<file path="src/rtl/counter_pkg.sv">
// Shared definitions for the 4-bit up/down counter and its request generator.
// Latency: n/a (types and constants only).
// Backpressure: n/a.
package counter_pkg;

  // Width of one incr/decr step and the largest step the counter takes per cycle.
  localparam int STEP_W   = 2;
  localparam int STEP_MAX = 3;

  // Counter value width.
  localparam int VALUE_W  = 4;

  // Re-initialisation sequencer states.
  typedef enum logic [1:0] {
    IDLE  = 2'd0,
    FLUSH = 2'd1,
    LOAD  = 2'd2,
    ACK   = 2'd3
  } reinit_state_t;

endpackage

</file>
<file path="src/rtl/counter_req_gen_if.sv">
// Bundle between event producers / re-init requester and the counter_req_gen block.
// Latency: n/a (wiring only).
// Backpressure: evt_valid/evt_ready per direction; reinit_req is a level held until reinit_ack.
//
// Signals:
//   inc_evt_valid/cnt/ready, dec_evt_valid/cnt/ready : event offers, 0..3 units each
//   reinit_req, reinit_value, reinit_ack              : re-init request/acknowledge
//   incr_valid/incr, decr_valid/decr                  : steps to the counter
//   reinit, initial_value                             : counter reload
//   pend_inc, pend_dec, busy                          : status
// Modports: slave = the generator, master = producers/requester side.
interface counter_req_gen_if #(
  parameter int PEND_W  = 4,
  parameter int VALUE_W = 4
);

  logic                            inc_evt_valid;
  logic [counter_pkg::STEP_W-1:0]  inc_evt_cnt;
  logic                            inc_evt_ready;
  logic                            dec_evt_valid;
  logic [counter_pkg::STEP_W-1:0]  dec_evt_cnt;
  logic                            dec_evt_ready;

  logic                            reinit_req;
  logic [VALUE_W-1:0]              reinit_value;
  logic                            reinit_ack;

  logic                            incr_valid;
  logic [counter_pkg::STEP_W-1:0]  incr;
  logic                            decr_valid;
  logic [counter_pkg::STEP_W-1:0]  decr;
  logic                            reinit;
  logic [VALUE_W-1:0]              initial_value;

  logic [PEND_W-1:0]               pend_inc;
  logic [PEND_W-1:0]               pend_dec;
  logic                            busy;

  modport slave (
    input  inc_evt_valid, inc_evt_cnt, dec_evt_valid, dec_evt_cnt,
    input  reinit_req, reinit_value,
    output inc_evt_ready, dec_evt_ready, reinit_ack,
    output incr_valid, incr, decr_valid, decr, reinit, initial_value,
    output pend_inc, pend_dec, busy
  );

  modport master (
    output inc_evt_valid, inc_evt_cnt, dec_evt_valid, dec_evt_cnt,
    output reinit_req, reinit_value,
    input  inc_evt_ready, dec_evt_ready, reinit_ack,
    input  incr_valid, incr, decr_valid, decr, reinit, initial_value,
    input  pend_inc, pend_dec, busy
  );

endinterface

</file>
<file path="src/rtl/counter_req_lane.sv">
// One direction of the request generator: pending backlog, min-3 drain and event accept.
// Latency: accepted event visible on o_drain the next cycle.
// Backpressure: o_evt_rdy low when i_en is low or the backlog is within 3 of full.
//
// Ports:
//   clk, rst_n          : clock, async active-low reset
//   i_en                : acceptance permitted (reset released, sequencer idle, no request)
//   i_flush             : synchronous clear of the backlog, overrides drain and accept
//   i_evt_vld/i_evt_cnt : event offer, 0..3 units
//   o_evt_rdy           : event accepted when i_evt_vld && o_evt_rdy
//   o_drain             : units leaving the backlog this cycle (register-decoded)
//   o_pend              : backlog register
module counter_req_lane
  import counter_pkg::*;
#(
  parameter int PEND_W = 4
) (
  input  logic              clk,
  input  logic              rst_n,
  input  logic              i_en,
  input  logic              i_flush,
  input  logic              i_evt_vld,
  input  logic [STEP_W-1:0] i_evt_cnt,
  output logic              o_evt_rdy,
  output logic [STEP_W-1:0] o_drain,
  output logic [PEND_W-1:0] o_pend
);

  localparam logic [PEND_W-1:0] LP_STEP_MAX   = PEND_W'(STEP_MAX);
  // Leaving 3 units of headroom means one more accept can never wrap the backlog.
  localparam logic [PEND_W-1:0] LP_ACCEPT_LIM = PEND_W'((1 << PEND_W) - 4);

  logic [PEND_W-1:0] r_pend;
  logic [PEND_W-1:0] w_pend_nxt;
  logic [PEND_W-1:0] w_add;
  logic [STEP_W-1:0] w_drain;
  logic              w_rdy;
  logic              w_accept;

  always_comb begin
    w_drain    = (r_pend > LP_STEP_MAX) ? STEP_W'(STEP_MAX) : r_pend[STEP_W-1:0];
    w_rdy      = i_en && (r_pend <= LP_ACCEPT_LIM);
    w_accept   = i_evt_vld && w_rdy;
    w_add      = w_accept ? PEND_W'(i_evt_cnt) : '0;
    w_pend_nxt = i_flush ? '0 : (r_pend - PEND_W'(w_drain) + w_add);
  end

  always_ff @(posedge clk or negedge rst_n) begin
    if (!rst_n) begin
      r_pend <= '0;
    end else begin
      r_pend <= w_pend_nxt;
    end
  end

  assign o_evt_rdy = w_rdy;
  assign o_drain   = w_drain;
  assign o_pend    = r_pend;

endmodule

</file>
<file path="src/rtl/counter_req_gen.sv">
// Request generator for the up/down counter: backlogs inc/dec events and sequences re-init.
// Latency: event accepted in cycle k drives incr/decr in k+1; reinit_req at k gives reinit at k+2, ack at k+3.
// Backpressure: evt readies low outside IDLE, while reinit_req is high, or with a near-full backlog.
//
// Ports:
//   clk, rst_n : clock, async active-low reset
//   bus        : counter_req_gen_if.slave -- events, re-init handshake, counter drive, status
module counter_req_gen #(
  parameter int PEND_W  = 4,
  parameter int VALUE_W = 4
) (
  input logic                clk,
  input logic                rst_n,
  counter_req_gen_if.slave   bus
);

  import counter_pkg::*;

  reinit_state_t      r_state;
  reinit_state_t      w_state_nxt;
  logic [VALUE_W-1:0] r_init_val;

  logic               w_idle;
  logic               w_en;
  logic               w_flush;

  logic               w_inc_rdy;
  logic               w_dec_rdy;
  logic [STEP_W-1:0]  w_inc_drain;
  logic [STEP_W-1:0]  w_dec_drain;
  logic [PEND_W-1:0]  w_pend_inc;
  logic [PEND_W-1:0]  w_pend_dec;

  assign w_idle  = (r_state == IDLE);
  // rst_n is included so the readies read 0 throughout reset, not just after the first edge.
  assign w_en    = rst_n && w_idle && !bus.reinit_req;
  assign w_flush = (r_state == FLUSH);

  counter_req_lane #(.PEND_W(PEND_W)) u_inc_lane (
    .clk       (clk),
    .rst_n     (rst_n),
    .i_en      (w_en),
    .i_flush   (w_flush),
    .i_evt_vld (bus.inc_evt_valid),
    .i_evt_cnt (bus.inc_evt_cnt),
    .o_evt_rdy (w_inc_rdy),
    .o_drain   (w_inc_drain),
    .o_pend    (w_pend_inc)
  );

  counter_req_lane #(.PEND_W(PEND_W)) u_dec_lane (
    .clk       (clk),
    .rst_n     (rst_n),
    .i_en      (w_en),
    .i_flush   (w_flush),
    .i_evt_vld (bus.dec_evt_valid),
    .i_evt_cnt (bus.dec_evt_cnt),
    .o_evt_rdy (w_dec_rdy),
    .o_drain   (w_dec_drain),
    .o_pend    (w_pend_dec)
  );

  always_ff @(posedge clk or negedge rst_n) begin
    if (!rst_n) begin
      r_state <= IDLE;
    end else begin
      r_state <= w_state_nxt;
    end
  end

  always_comb begin
    w_state_nxt = r_state;
    case (r_state)
      IDLE:    if (bus.reinit_req) w_state_nxt = FLUSH;
      FLUSH:   w_state_nxt = LOAD;
      LOAD:    w_state_nxt = ACK;
      // reinit_req is deliberately not looked at here; the requester drops it after the ack.
      ACK:     w_state_nxt = IDLE;
      default: w_state_nxt = IDLE;
    endcase
  end

  // Capture the load value when the request is taken so initial_value stays register-driven.
  always_ff @(posedge clk or negedge rst_n) begin
    if (!rst_n) begin
      r_init_val <= '0;
    end else if (w_idle && bus.reinit_req) begin
      r_init_val <= bus.reinit_value;
    end
  end

  assign bus.inc_evt_ready = w_inc_rdy;
  assign bus.dec_evt_ready = w_dec_rdy;

  // Steps only leave the backlog while idle; FLUSH discards whatever is still pending.
  assign bus.incr_valid    = w_idle && (w_inc_drain != '0);
  assign bus.incr          = w_idle ? w_inc_drain : '0;
  assign bus.decr_valid    = w_idle && (w_dec_drain != '0);
  assign bus.decr          = w_idle ? w_dec_drain : '0;

  assign bus.reinit        = (r_state == LOAD);
  assign bus.initial_value = (r_state == LOAD) ? r_init_val : '0;
  assign bus.reinit_ack    = (r_state == ACK);

  assign bus.pend_inc      = w_pend_inc;
  assign bus.pend_dec      = w_pend_dec;
  assign bus.busy          = (w_pend_inc != '0) || (w_pend_dec != '0) || !w_idle;

endmodule

</file>
<file path="src/flat_wrapper.sv">
// flat-port wrapper written by rule: the top's interface ports become plain ports
module counter_req_gen_flat import counter_pkg::*;
#(
  parameter int PEND_W  = 4,
  parameter int VALUE_W = 4
)
  (clk, rst_n, bus_inc_evt_valid, bus_inc_evt_cnt, bus_dec_evt_valid, bus_dec_evt_cnt, bus_reinit_req, bus_reinit_value, bus_inc_evt_ready, bus_dec_evt_ready, bus_reinit_ack, bus_incr_valid, bus_incr, bus_decr_valid, bus_decr, bus_reinit, bus_initial_value, bus_pend_inc, bus_pend_dec, bus_busy);
  counter_req_gen_if #(.PEND_W(PEND_W), .VALUE_W(VALUE_W)) bus_i ();
  input logic clk;
  input logic rst_n;
  input wire logic [$bits(bus_i.inc_evt_valid)-1:0] bus_inc_evt_valid;
  input wire logic [$bits(bus_i.inc_evt_cnt)-1:0] bus_inc_evt_cnt;
  input wire logic [$bits(bus_i.dec_evt_valid)-1:0] bus_dec_evt_valid;
  input wire logic [$bits(bus_i.dec_evt_cnt)-1:0] bus_dec_evt_cnt;
  input wire logic [$bits(bus_i.reinit_req)-1:0] bus_reinit_req;
  input wire logic [$bits(bus_i.reinit_value)-1:0] bus_reinit_value;
  output wire logic [$bits(bus_i.inc_evt_ready)-1:0] bus_inc_evt_ready;
  output wire logic [$bits(bus_i.dec_evt_ready)-1:0] bus_dec_evt_ready;
  output wire logic [$bits(bus_i.reinit_ack)-1:0] bus_reinit_ack;
  output wire logic [$bits(bus_i.incr_valid)-1:0] bus_incr_valid;
  output wire logic [$bits(bus_i.incr)-1:0] bus_incr;
  output wire logic [$bits(bus_i.decr_valid)-1:0] bus_decr_valid;
  output wire logic [$bits(bus_i.decr)-1:0] bus_decr;
  output wire logic [$bits(bus_i.reinit)-1:0] bus_reinit;
  output wire logic [$bits(bus_i.initial_value)-1:0] bus_initial_value;
  output wire logic [$bits(bus_i.pend_inc)-1:0] bus_pend_inc;
  output wire logic [$bits(bus_i.pend_dec)-1:0] bus_pend_dec;
  output wire logic [$bits(bus_i.busy)-1:0] bus_busy;
  assign bus_i.inc_evt_valid = bus_inc_evt_valid;
  assign bus_i.inc_evt_cnt = bus_inc_evt_cnt;
  assign bus_i.dec_evt_valid = bus_dec_evt_valid;
  assign bus_i.dec_evt_cnt = bus_dec_evt_cnt;
  assign bus_i.reinit_req = bus_reinit_req;
  assign bus_i.reinit_value = bus_reinit_value;
  assign bus_inc_evt_ready = bus_i.inc_evt_ready;
  assign bus_dec_evt_ready = bus_i.dec_evt_ready;
  assign bus_reinit_ack = bus_i.reinit_ack;
  assign bus_incr_valid = bus_i.incr_valid;
  assign bus_incr = bus_i.incr;
  assign bus_decr_valid = bus_i.decr_valid;
  assign bus_decr = bus_i.decr;
  assign bus_reinit = bus_i.reinit;
  assign bus_initial_value = bus_i.initial_value;
  assign bus_pend_inc = bus_i.pend_inc;
  assign bus_pend_dec = bus_i.pend_dec;
  assign bus_busy = bus_i.busy;
  counter_req_gen #(.PEND_W(PEND_W), .VALUE_W(VALUE_W)) u_core (.clk(clk), .rst_n(rst_n), .bus(bus_i));
endmodule
</file>
<file path="config.mk">
export PLATFORM = sky130hd
export DESIGN_NAME = counter_req_gen_flat
export DESIGN_NICKNAME = d
export VERILOG_FILES = /design/src/rtl/counter_pkg.sv /design/src/rtl/counter_req_gen_if.sv /design/src/rtl/counter_req_lane.sv /design/src/rtl/counter_req_gen.sv /design/src/flat_wrapper.sv
export SDC_FILE = /design/constraint.sdc
export NUM_CORES = 1
export LEC_CHECK = 0
export BUFFER_PORTS_ARGS = -buffer_cell sky130_fd_sc_hd__buf_2
export CAP_MARGIN = 20
export CORE_MARGIN = 5
export CORE_UTILIZATION = 46
export CTS_BUF_LIST = sky130_fd_sc_hd__clkbuf_8 sky130_fd_sc_hd__clkbuf_16
export DETAILED_ROUTE_END_ITERATION = 12
export GPL_TIMING_DRIVEN = 0
export PLACE_DENSITY = 0.81
export SKIP_CTS_REPAIR_TIMING = 1
export SLEW_MARGIN = 20
export SYNTH_ARGS = -nofsm -noshare
export SYNTH_HDL_FRONTEND = slang
export SYNTH_SLANG_ARGS = --single-unit
</file>
<file path="constraint.sdc">
create_clock -name clk -period 2.7 [get_ports clk]
set_input_delay 0 -clock clk [delete_from_list [all_inputs] [get_ports clk]]
set_output_delay 0 -clock clk [all_outputs]
set_load 0.1 [all_outputs]
</file>
## Word-level counts from Yosys, hierarchy flattened

Index checks and enable logic that the tools add are counted.

- Add/subtract/negate cells: 4
- Order comparisons: 4
- Eq/ne operators: 4
- Muxes and demuxes: 11
- Reductions and logical operators: 18

Operator list:

| kind | number |
|---|---|
| $mux 2 | 7 |
| $mux 4 | 3 |
| $logic_and 1x1->1 | 9 |
| $add 4x2->4 | 2 |
| $gt 4x2->1 const B | 2 |
| $le 4x4->1 const B | 2 |
| $pmux 2 s4 | 1 |
| $reduce_bool 4->1 | 2 |
| $sub 4x2->4 | 2 |
| $eq 2x2->1 const B | 2 |
| $reduce_bool 2->1 | 2 |
| $eq 2x1->1 const B | 1 |
| $logic_not 1->1 | 2 |
| $logic_not 2->1 | 1 |
| $logic_or 1x1->1 | 2 |
| $ne 2x2->1 const B | 1 |

- Register bits after elaboration: 14
- Input bits: 13
- Output and inout port bits: 23

## Logic depth before layout (Yosys ltp)

- Depth in word-level cells: 8
- Gate-level depth with buffers: 11
- Depth with buffers taken out: 11

## Cells and area by module

From an unflattened synthesis, not the netlist that was laid out.

- Cells, all modules: 105
- Area, all modules: 1069.8 um2

Modules (own cells, without submodules):

| module | instances | cells each | area each (um2) | seq. area each (um2) |
|---|---|---|---|---|
| counter_req_lane | 2 | 34 | 332.8 | 100.1 |
| counter_req_gen | 1 | 37 | 404.1 | 150.1 |

## Worst setup path after synthesis

Ideal clock, no wire load.

- Path type: register -> output
- Start point: reg u_core.u_dec_lane.r_pend[2] (netlist: u_core.u_dec_lane.o_pend[2])
- End point: out bus_decr_valid
- Arrival time: 4.351 ns
- Slack: -1.651 ns
- Stages on the path, launching flop included: 5
- Cell sequence: dfrtp_1 > inv_1 > ha_1 > a21boi_0 > or2_2

- Word-level cells in the longest chain between the ends: 4

Ends and longest elaborated chain:

| element | RTL line | source |
|---|---|---|
| start, declared | counter_req_lane.sv:33 | `logic [PEND_W-1:0] r_pend;` |
| start signal, assigned | counter_req_lane.sv:52 | `r_pend <= w_pend_nxt;` |
| $gt 4x2->1 | counter_req_lane.sv:41 | `w_drain = (r_pend > LP_STEP_MAX) ? STEP_W'(STEP_MAX) : r_pend[STEP_W-1:0];` |
| $mux 2 | counter_req_lane.sv:41 |  |
| $reduce_bool 2->1 | counter_req_gen.sv:98 | `assign bus.decr_valid = w_idle && (w_dec_drain != '0);` |
| $logic_and 1x1->1 | counter_req_gen.sv:98 |  |
| end, declared | flat_wrapper.sv:22 | `output wire logic [$bits(bus_i.decr_valid)-1:0] bus_decr_valid;` |

Every way passes these cells.

## Final worst setup path

- Start point: reg u_core.r_state[1]
- End point: reg u_core.u_inc_lane.r_pend[2] (netlist: u_core.u_inc_lane.o_pend[2])

- Word-level cells in the longest chain between the ends: 8
- Elaborated cells on any way between the ends: 9
- Those cells by class: add/sub (1); eq/ne (1); mux (2); reduce/logical (5)

Ends and longest elaborated chain:

| element | RTL line | source |
|---|---|---|
| start, declared | counter_req_gen.sv:19 | `reinit_state_t r_state;` |
| start signal, assigned | counter_req_gen.sv:67 | `r_state <= w_state_nxt;` |
| $logic_not 2->1 | counter_req_gen.sv:34 | `assign w_idle = (r_state == IDLE);` |
| $logic_and 1x1->1 (2 in series) | counter_req_gen.sv:36 | `assign w_en = rst_n && w_idle && !bus.reinit_req;` |
| $logic_and 1x1->1 | counter_req_lane.sv:42 | `w_rdy = i_en && (r_pend <= LP_ACCEPT_LIM);` |
| $logic_and 1x1->1 | counter_req_lane.sv:43 | `w_accept = i_evt_vld && w_rdy;` |
| $mux 2 | counter_req_lane.sv:44 | `w_add = w_accept ? PEND_W'(i_evt_cnt) : '0;` |
| $add 4x2->4 | counter_req_lane.sv:45 | `w_pend_nxt = i_flush ? '0 : (r_pend - PEND_W'(w_drain) + w_add);` |
| $mux 4 * | counter_req_lane.sv:45 |  |
| net u_core.u_inc_lane.w_pend_nxt[2] | counter_req_lane.sv:34 | `logic [PEND_W-1:0] w_pend_nxt;` |
| end signal, assigned | counter_req_lane.sv:52 |  |
| end, declared | counter_req_lane.sv:33 |  |

Mark *: on every way through the listed nets, which the timed path passes. The rest lies on a longest branch.
A chain may end at the register's enable or synchronous reset.

==> impl_metrics.toml <==
[status]
status = "finished with violations"
violations = "negative hold slack"

[critical_path]
crit_slowest_cell = "dfrtp_1"
cp.arrival_ns = 2.63
reg2reg_from = "u_core.r_state[1]"
crit_start = "u_core.r_state[1]"
cp_top_family = "adder cells"
critPathCaptureType = "register"
start_kind = "register"
crit_buf_inv = 2
max_stage_delay_ns = 0.41
critPathKind = "register to register"
worstPathCellList = "inv_1 > ha_4 > nor2b_4 > and3_4 > nand3_1 > ha_1 > inv_1 > ha_1 > fa_1 > xnor2_1 > nor2_1"
crit_path_max_fanout = 7
required_ns = 2.83

[timing]
slew_headroom = 0.674
max_freq_mhz = 399
setup_viol = 0
hold_viol = 2
drv_slew = 0
hold_ws_ns = -0.0110
final.period_utilization = 0.929
tns_ns = 0
grt_setup_unrepaired = "no"
finClkSkew_ns = 0.00249
period_minus_slack_ns = 2.51
worst_pin_slew_ns = 0.493

[clock_tree]
cts_tree = "yes"
cts-buffers-inserted = 3
cts_max_level = 1
clk_latency_ns = 0.24
clockRootBuffer = "clkbuf_8"
path_clk_slew_ns = 0.06
numClockSinks = 14
clockBufferDepth = 2

[global_routing]
grt_first_pass_wirelength_um = 3830
track_usage = 0.143
grt.overflow.total = 0
grt_max_degree = 17
antenna_found_initial = 0
grt_pass1_vias = 863

[final_layout]
layout-drive-gt1-share = 0.476
final_cell_mix = "buf_2 (36), ha_1 (20), inv_1 (11), dfrtp_2 (8), dfrtp_1 (6)"
n_antenna_cell = 0
final_common_cell = "buf_2"
area_growth_pct = 31.3
nFillCells = 196
finalNetCount = 184

[min_path]
hp-start = "bus_reinit_value[1]"
hold_class = "input port to register"

[die]
num_rows = 17
core_area_sq_mm = 0.00223
io_pins = 36
fp.dieW_um = 58.6
start_util = 0.487
dieArea_sq_mm = 0.00344
die_h_um = 58.6

[route]
viasPerCell = 4.77
wirelength_um = 2170
met1_length_um = 893
drt-pass1-iter-count = 3
highest_layer = "met3"
met2WireLength_um = 1100
routedWlPerCell_um = 12.4
met3_length_um = 179
vias = 834
drtAntennaViolNets = 0
drtIter0Drc = 16
drc = 0

[job]
maxCapViolCount = 0

[synthesis]
ys_top_cells_by_area = "dfrtp_1 (32%), ha_1 (24%), mux2_2 (5.2%), inv_1 (4.1%), fa_1 (3.7%)"
synth-seq-cells = 14
ys_types = 27
syn_area_per_cell_sq_um = 10.4
ys_warn_count = 0
syn_inst = 105
synthArstFlopShare = 1.00
synthFlopType = "dfrtp_1"
synth_top_area_cell = "dfrtp_1"
syn_area_sq_mm = 0.00109
yosysTopAreaCellShare = 0.322
synth-edff-count = 0
ys_seq_area_frac = 0.322
synth_nets = 141

[placed_design]
dpl.hpwl_um = 1770
io_buffers = 35
routabilityCongestion = 0.814
-- final timing paths --
path / endpoint / slack, ns / cells after the start
min: u_core.r_init_val[1] / -0.01 / 2
min reg2reg: u_core.r_init_val[1] / 0.51 / 1
max: u_core.u_inc_lane.o_pend[2] / 0.19 / 11
min in group asynchronous: u_core.r_state[1] / 0.20 / 2
max in group asynchronous: u_core.u_inc_lane.o_pend[3] / 2.22 / 2
max reg2reg: u_core.u_inc_lane.o_pend[2] / 0.19 / 11
-- area by class of cell --
cell class                      count  area [sq um]  share of cell area
Buffer                              3          12.5             0.00876
Clock buffer                        4          55.1              0.0386
Inverter                           12          45.0              0.0316
Multi-Input combinational cell     76           714               0.500
Sequential cell                    14           360               0.252
Tap cell                           28          35.0              0.0245
Timing Repair Buffer               38           205               0.144
-- per-stage QoR --
step / cell area (sq um) / cells / utilization / worst slack, ns
final: 1430 / 175 / 0.639 / 0.192
after CTS: 1390 / 172 / 0.620 / 0.00141
after global routing: 1430 / 175 / 0.639 / 0.00502
after global placement: 1330 / 168 / 0.596 / 0.0979
after floorplan: 1120 / 105 / - / 0.0599
after detailed placement: 1330 / 168 / 0.596 / 0.0240
-- Yosys cell counts (4+ instances only) --
master	count
and2_1	4
dfrtp_1	14
nor2b_1	4
nand3_1	4
a21oi_1	5
inv_1	12
nor2_1	4
or2_2	4
ha_1	21
mux2_2	5
-- cells by family (layout without fill, tap and decap cells) --
logic type	after synthesis	in the layout	synth area share
AOI/OAI and AO/OA	11	11	0.0621
xor gates and xnor gates	2	2	0.0161
adders and majority gates	23	23	0.278
buffers and inverters	15	57	0.0529
DFF	14	14	0.322
muxes	5	5	0.0518
and+or+nand+nor	35	35	0.216
-- registers in the layout, indices dropped and copies added, names as in the netlist --
signal and flops:
u_core.u_inc_lane.o_pend 4, u_core.r_init_val 4, u_core.r_state 2, u_core.u_dec_lane.o_pend 4
-- layer usage --
| metal | vias up | track usage |
|---|---|---|
| met5 | - | 0 |
| met4 | 0 | 0.0388 |
| met3 | 0 | 0.0285 |
| met2 | 27 | 0.234 |
| met1 | 376 | 0.192 |
| li1 | 431 | - |
Power is left out: the tool's default activity adds up to more than one toggle a clock period on the data nets, which glitch-free logic cannot reach.
